$ cat src/rtl/decode_pkg.sv
// Shared decode definitions for the RV32I fetch-to-execute path.
// Major opcodes, one-hot class bit indices, decoded record type, immediate helper.
package decode_pkg;

    localparam logic [6:0] OPC_OP     = 7'b0110011;
    localparam logic [6:0] OPC_OP_IMM = 7'b0010011;
    localparam logic [6:0] OPC_LOAD   = 7'b0000011;
    localparam logic [6:0] OPC_STORE  = 7'b0100011;
    localparam logic [6:0] OPC_BRANCH = 7'b1100011;
    localparam logic [6:0] OPC_JAL    = 7'b1101111;
    localparam logic [6:0] OPC_JALR   = 7'b1100111;
    localparam logic [6:0] OPC_LUI    = 7'b0110111;
    localparam logic [6:0] OPC_AUIPC  = 7'b0010111;
    localparam logic [6:0] OPC_SYSTEM = 7'b1110011;

    localparam int CLS_REG_ARITH = 0;
    localparam int CLS_IMM_ARITH = 1;
    localparam int CLS_LOAD      = 2;
    localparam int CLS_STORE     = 3;
    localparam int CLS_BRANCH    = 4;
    localparam int CLS_IMM_JUMP  = 5;
    localparam int CLS_REG_JUMP  = 6;
    localparam int CLS_LUI       = 7;
    localparam int CLS_AUIPC     = 8;
    localparam int CLS_ENV       = 9;
    localparam int NUM_CLASSES   = 10;

    // Records carry the widest supported PC; narrower PCs are zero-extended.
    localparam int PC_MAX_WIDTH = 64;

    typedef struct packed {
        logic [PC_MAX_WIDTH-1:0] pc;
        logic [NUM_CLASSES-1:0]  cls;
        logic                    legal;
        logic [31:0]             imm;
        logic                    imm_valid;
        logic [4:0]              rs1;
        logic                    rs1_valid;
        logic [4:0]              rs2;
        logic                    rs2_valid;
        logic [4:0]              rd;
        logic                    rd_valid;
        logic [2:0]              funct3;
        logic                    funct3_valid;
        logic [6:0]              funct7;
        logic                    funct7_valid;
    } decoded_instr_t;

    // Format chosen from the opcode; anything not S/B/J/U uses the I layout.
    function automatic logic [31:0] immediate_of(input logic [31:0] i);
        logic [31:0] r;
        case (i[6:0])
            OPC_STORE:
                r = {{20{i[31]}}, i[31:25], i[11:7]};
            OPC_BRANCH:
                r = {{19{i[31]}}, i[31], i[7], i[30:25], i[11:8], 1'b0};
            OPC_JAL:
                r = {{11{i[31]}}, i[31], i[19:12], i[20], i[30:21], 1'b0};
            OPC_LUI, OPC_AUIPC:
                r = {i[31:12], 12'b0};
            default:
                r = {{20{i[31]}}, i[31:20]};
        endcase
        return r;
    endfunction

endpackage

$ cat src/rtl/decode_queue_decoder.sv
// Combinational RV32I decoder: raw word + PC in, decoded_instr_t out.
// Ports: instruction_data, instruction_data_valid, pc -> decoded (all flags 0 when invalid).
module decode_queue_decoder
    import decode_pkg::*;
(
    input  logic [31:0]             instruction_data,
    input  logic                    instruction_data_valid,
    input  logic [PC_MAX_WIDTH-1:0] pc,
    output decoded_instr_t          decoded
);

    logic [6:0]             opc;
    logic [NUM_CLASSES-1:0] cls;
    decoded_instr_t         d;

    assign opc = instruction_data[6:0];

    always_comb begin
        cls = '0;
        if (instruction_data_valid) begin
            cls[CLS_REG_ARITH] = (opc == OPC_OP);
            cls[CLS_IMM_ARITH] = (opc == OPC_OP_IMM);
            cls[CLS_LOAD]      = (opc == OPC_LOAD);
            cls[CLS_STORE]     = (opc == OPC_STORE);
            cls[CLS_BRANCH]    = (opc == OPC_BRANCH);
            cls[CLS_IMM_JUMP]  = (opc == OPC_JAL);
            cls[CLS_REG_JUMP]  = (opc == OPC_JALR);
            cls[CLS_LUI]       = (opc == OPC_LUI);
            cls[CLS_AUIPC]     = (opc == OPC_AUIPC);
            cls[CLS_ENV]       = (opc == OPC_SYSTEM);
        end
    end

    always_comb begin
        d        = '0;
        d.pc     = pc;
        d.cls    = cls;
        d.legal  = |cls;
        d.rd     = instruction_data[11:7];
        d.funct3 = instruction_data[14:12];
        d.rs1    = instruction_data[19:15];
        d.rs2    = instruction_data[24:20];
        d.funct7 = instruction_data[31:25];
        unique case (1'b1)
            cls[CLS_REG_ARITH]: begin
                d.rs1_valid    = 1'b1;
                d.rs2_valid    = 1'b1;
                d.rd_valid     = 1'b1;
                d.funct3_valid = 1'b1;
                d.funct7_valid = 1'b1;
            end
            cls[CLS_IMM_ARITH]: begin
                d.imm_valid    = 1'b1;
                d.rs1_valid    = 1'b1;
                d.rd_valid     = 1'b1;
                d.funct3_valid = 1'b1;
                // Only shifts use the funct7 slot.
                d.funct7_valid = (d.funct3 == 3'b001) ||
                                 (d.funct3 == 3'b101);
            end
            cls[CLS_LOAD], cls[CLS_REG_JUMP]: begin
                d.imm_valid    = 1'b1;
                d.rs1_valid    = 1'b1;
                d.rd_valid     = 1'b1;
                d.funct3_valid = 1'b1;
            end
            cls[CLS_STORE], cls[CLS_BRANCH]: begin
                d.imm_valid    = 1'b1;
                d.rs1_valid    = 1'b1;
                d.rs2_valid    = 1'b1;
                d.funct3_valid = 1'b1;
            end
            cls[CLS_IMM_JUMP], cls[CLS_LUI], cls[CLS_AUIPC]: begin
                d.imm_valid = 1'b1;
                d.rd_valid  = 1'b1;
            end
            cls[CLS_ENV]: begin
                d.imm_valid    = 1'b1;
                d.funct3_valid = 1'b1;
            end
            default: ;
        endcase
        d.imm = d.imm_valid ? immediate_of(instruction_data) : '0;
    end

    assign decoded = d;

endmodule

$ cat src/rtl/decode_queue.sv
// Buffered decode stage: decodes fetch words and queues records for execute.
// Ports: clk, rst (async low), in_* handshake, flush, out_* decoded head, count.
module decode_queue
    import decode_pkg::*;
#(
    parameter int DEPTH    = 2,
    parameter int PC_WIDTH = 32
) (
    input  logic                        clk,
    input  logic                        rst,
    input  logic                        in_valid,
    output logic                        in_ready,
    input  logic [31:0]                 in_instruction,
    input  logic [PC_WIDTH-1:0]         in_pc,
    input  logic                        flush,
    output logic                        out_valid,
    input  logic                        out_ready,
    output logic [PC_WIDTH-1:0]         out_pc,
    output logic [9:0]                  out_class,
    output logic                        out_opcode_legal,
    output logic [31:0]                 out_immediate,
    output logic                        out_immediate_valid,
    output logic [4:0]                  out_register_1,
    output logic [4:0]                  out_register_2,
    output logic [4:0]                  out_write_register,
    output logic                        out_register_1_valid,
    output logic                        out_register_2_valid,
    output logic                        out_write_register_valid,
    output logic [2:0]                  out_funct_3,
    output logic                        out_funct_3_valid,
    output logic [6:0]                  out_funct_7,
    output logic                        out_funct_7_valid,
    output logic [$clog2(DEPTH+1)-1:0]  count
);

    localparam int CW = $clog2(DEPTH+1);

    logic [CW-1:0]           cnt;
    logic [PC_MAX_WIDTH-1:0] in_pc_ext;
    decoded_instr_t          dec;
    decoded_instr_t          head_raw;
    decoded_instr_t          head;
    logic                    push;
    logic                    pop;
    logic                    unused_pc;

    assign in_pc_ext = PC_MAX_WIDTH'(in_pc);

    decode_queue_decoder u_decoder (
        .instruction_data       (in_instruction),
        .instruction_data_valid (in_valid),
        .pc                     (in_pc_ext),
        .decoded                (dec)
    );

    // Depends only on occupancy and flush, never on out_ready.
    assign in_ready  = (cnt < CW'(DEPTH)) && !flush;
    assign out_valid = (cnt != '0);
    assign push      = in_valid && in_ready;
    assign pop       = out_valid && out_ready;

    always_ff @(posedge clk or negedge rst) begin
        if (!rst) begin
            cnt <= '0;
        end else if (flush) begin
            cnt <= '0;
        end else if (push && !pop) begin
            cnt <= cnt + CW'(1);
        end else if (pop && !push) begin
            cnt <= cnt - CW'(1);
        end
    end

    generate
        if (DEPTH == 1) begin : g_single
            decoded_instr_t slot;

            always_ff @(posedge clk) begin
                if (push) begin
                    slot <= dec;
                end
            end

            assign head_raw = slot;
        end else begin : g_ring
            localparam int PW = $clog2(DEPTH);

            logic [PW-1:0]  wptr;
            logic [PW-1:0]  rptr;
            decoded_instr_t mem [DEPTH];

            always_ff @(posedge clk or negedge rst) begin
                if (!rst) begin
                    wptr <= '0;
                    rptr <= '0;
                end else if (flush) begin
                    wptr <= '0;
                    rptr <= '0;
                end else begin
                    if (push) wptr <= wptr + PW'(1);
                    if (pop)  rptr <= rptr + PW'(1);
                end
            end

            // Payload needs no reset: it is masked until out_valid.
            always_ff @(posedge clk) begin
                if (push) begin
                    mem[wptr] <= dec;
                end
            end

            assign head_raw = mem[rptr];
        end
    endgenerate

    assign head = out_valid ? head_raw : '0;

    assign count                    = cnt;
    assign out_pc                   = head.pc[PC_WIDTH-1:0];
    assign out_class                = head.cls;
    assign out_opcode_legal         = head.legal;
    assign out_immediate            = head.imm;
    assign out_immediate_valid      = head.imm_valid;
    assign out_register_1           = head.rs1;
    assign out_register_2           = head.rs2;
    assign out_write_register       = head.rd;
    assign out_register_1_valid     = head.rs1_valid;
    assign out_register_2_valid     = head.rs2_valid;
    assign out_write_register_valid = head.rd_valid;
    assign out_funct_3              = head.funct3;
    assign out_funct_3_valid        = head.funct3_valid;
    assign out_funct_7              = head.funct7;
    assign out_funct_7_valid        = head.funct7_valid;

    assign unused_pc = ^head.pc;

endmodule

$ cat config.mk
export PLATFORM = sky130hd
export DESIGN_NAME = decode_queue
export DESIGN_NICKNAME = d
export VERILOG_FILES = /design/src/rtl/decode_pkg.sv /design/src/rtl/decode_queue_decoder.sv /design/src/rtl/decode_queue.sv
export SDC_FILE = /design/constraint.sdc
export NUM_CORES = 1
export LEC_CHECK = 0
export BUFFER_PORTS_ARGS = -buffer_cell sky130_fd_sc_hd__buf_2
export CAP_MARGIN = 30
export CORE_UTILIZATION = 50
export DETAILED_ROUTE_END_ITERATION = 8
export PLACE_DENSITY_LB_ADDON = 0.25
export SETUP_SLACK_MARGIN = 0.02
export SLEW_MARGIN = 20
export SYNTH_ARGS = -nofsm -noshare
export SYNTH_HDL_FRONTEND = slang
export SYNTH_SLANG_ARGS = --single-unit
$ cat constraint.sdc
create_clock -name clk -period 8.3 [get_ports clk]
set_input_delay 1.245 -clock clk [delete_from_list [all_inputs] [get_ports clk]]
set_output_delay 1.245 -clock clk [all_outputs]
set_load 0.03 [all_outputs]
==> run metrics <==
hold buffers post-CTS=0; vias=~5500; total met2 wirelength after detailed routing=roughly 9100 um; Area Growth Syn to Fin=19.9%; master of the slowest instance on the critical path=dfrtp_4; most frequent cell after synthesis=edfxtp_1; vias in the first global route=roughly 5300; slew at the pin with the worst max-slew slack=around 960 ps; maximum achievable frequency=around 240 MHz; Layout Skew=roughly 19 ps; post-detailed-route count of antenna-violating nets=0; total congestion overflow=0; via density per instance=around 5.4; final critical delay including setup and external delays=around 4200 ps; Synthesized Nets=approximately 680; CTS root buffer=clkbuf_16; Clock H-tree levels=1; met1 routed wirelength after detailed routing=just under 8000 um; antenna violations before repair=0; TritonCTS clock tree=built; final WL=around 18000 um; Initial Util=0.515; main flop type after synthesis=edfxtp_1; Unique masters post-synth=41; first-pass GRT wire length=approximately 28000 um; Post-Route Setup TNS=0 ps; worst supply voltage drop on vdd=~0.00017 V; total leakage power=4.04 nW; run status=finished, final reports clean; CP Launch Type=flop; maximum count of clock buffers along a single path=3; WL met3=roughly 1300 um; worst-path maximum fanout=57; required time worst endpoint=just over 7000 ps; # DRC=0; crit path kind=flop to primary output; area enclosed by the die boundary=18500 um2; PnR worst setup slack=slightly above 4000 ps; clock sink count=between 200 and 250; Detailed Place HPWL=about 12000 um; worst-path cell chain=buf_4 > mux2i_1 > nor2_1 > buf_2; Pre-Repair DR Iteration Count=5; number of I/O pins=approximately 180; flop and latch count out of synthesis=around 220; routability cong.=between 0.7 and 0.8; Max-Cap Viols=0; final-stage net count=850; Final Hold Viols=0; final worst-path cycle share=0.510; post-DR wirelength/cell=17.9 um; die boundary width=136 um; layout cell share with drive strength beyond 1=0.319; worst setup slack before clock tree synthesis=4500 ps; Max stage delay on crit path=just under 1000 ps; Critical Path AT=about 3000 ps; list of most frequent post-synthesis cells=212 x edfxtp_1, 117 x nor2_1, 106 x mux2i_1; Syn. warnings=0; post-synthesis async set-or-reset flop share=0.0185; register area share after synthesis=0.721; # setup viols final=0; family with the most delay on the worst path=buffers and inverters; number of flops mapped to enable cells by yosys=212; count of instances resized after the clock tree is built=0; pin count of the biggest net entering global routing=~70; power density over cell area=237 nW/um2; worst rel slew slack=0.363; max layer used=met4; DRC marker count from the first detailed-route iteration=370; Synth top area share=0.710; area of the placeable core=17400 um2; clock buffer count from CTS=23; setup repair after global routing missed its margin=no; chip height=136 um; number of buffers and inverters on the critical path=2; fillcell total=1359; Setup Buffers After CTS=0; worst hold-check path type=input port to asynchronous set/reset pin; clock slew seen by the registers of the worst setup and hold paths=approximately 60 ps; Max Transition Viols Final=0; average footprint of a synthesized cell=14.8 um2; clock network latency to the later pin of the worst-skew pair=just over 500 ps; post-synthesis cell type with the largest combined area=edfxtp_1; GRT Resource Usage Total=0.198; standard-cell row count=between 40 and 50; Critical Path End Type=primary output; hold_ws=approximately 550 ps; cell area after technology mapping=between 8000 and 9000 um2; IO buf count=approximately 180; Cells after Synth=607; dominant cells by area after synthesis=edfxtp_1 71%, mux2i_1 12%, nor2_1 4.9%
==> routing by layer <==
layer  track usage  vias up
met1         0.261     2678
li1              -     2578
met2         0.337      205
met3        0.0414       29
met4        0.0457        0
met5             0        -
==> cell type report <==
class                   instances  area, um2  area share
clock inverters                18        154      0.0143
clock buffers                  23        576      0.0535
flip-flops and latches        216       6470       0.601
repair buffers                185        956      0.0888
diodes                          1       2.50    0.000233
inverters                       7       26.3     0.00244
multi-input cells             348       2300       0.213
well taps                     225        282      0.0262
==> stage by stage <==
step                      std cells   util  total power [mW]  area (um2)
after global placement          980  0.575              1.60       10000
after global routing           1022  0.618              2.64       10800
after CTS                      1022  0.618              2.58       10800
after floorplan                 607      -              1.50        8980
final                          1023  0.618              2.55       10800
after detailed placement        981  0.576              1.60       10000
==> worst register-to-register path, cell delays in order, from the launching register on <==
cell and delay [ps]:
dfrtp_1 460, nor2b_1 360, and3b_4 690, buf_4 820
==> state kept, by name, indices dropped and copies added (netlist names) <==
signal,count
g_ring.rptr,1
count,2
g_ring.mem,212
g_ring.wptr,1
==> cells in the final DEF, fill, tap and decap left out, drive strengths merged, types with 2 or more instances in the layout <==
master    n
nand3     7
edfxtp  212
nand3b    4
nor4      3
and2      4
and3      8
inv       9
clkinv   13
a21oi    32
nor2    117
nor2b     3
buf     185
dfrtp     4
mux2i   106
nand4     2
clkbuf   23
xnor2     2
bufinv    2
nor3      8
o21ai     6
nand2b    4
nand2    29
==> cells by family after synthesis <==
logic type,count (synthesis),synth area share
compound gates,43,0.0344
buf+inv,43,0.0259
simple gates,196,0.0978
xor+xnor,3,0.00293
mux,106,0.118
flops,216,0.721
==> where the power goes <==
group / internal (mW) / switching (mW) / total, mW
Sequential: 1.24 / 0.0217 / 1.26
Combinational: 0.0978 / 0.217 / 0.315
Clock: 0.571 / 0.402 / 0.973
==> path summary, 6_finish.rpt <==
kind / endpoint / cells past startpoint / startpoint / slack (ps)
worst max-delay path: out_immediate[13] / 4 / g_ring.rptr / 4060
worst min-delay path: count[1] / 1 / rst / 550
worst max register to register: g_ring.mem[1][6] / 3 / count[1] / 5550
worst min register to register: g_ring.wptr / 2 / g_ring.wptr / 650
max in group asynchronous: g_ring.rptr / 1 / rst / 7610
min in group clk: g_ring.wptr / 2 / g_ring.wptr / 650
Power figures use the tool's default switching activity.
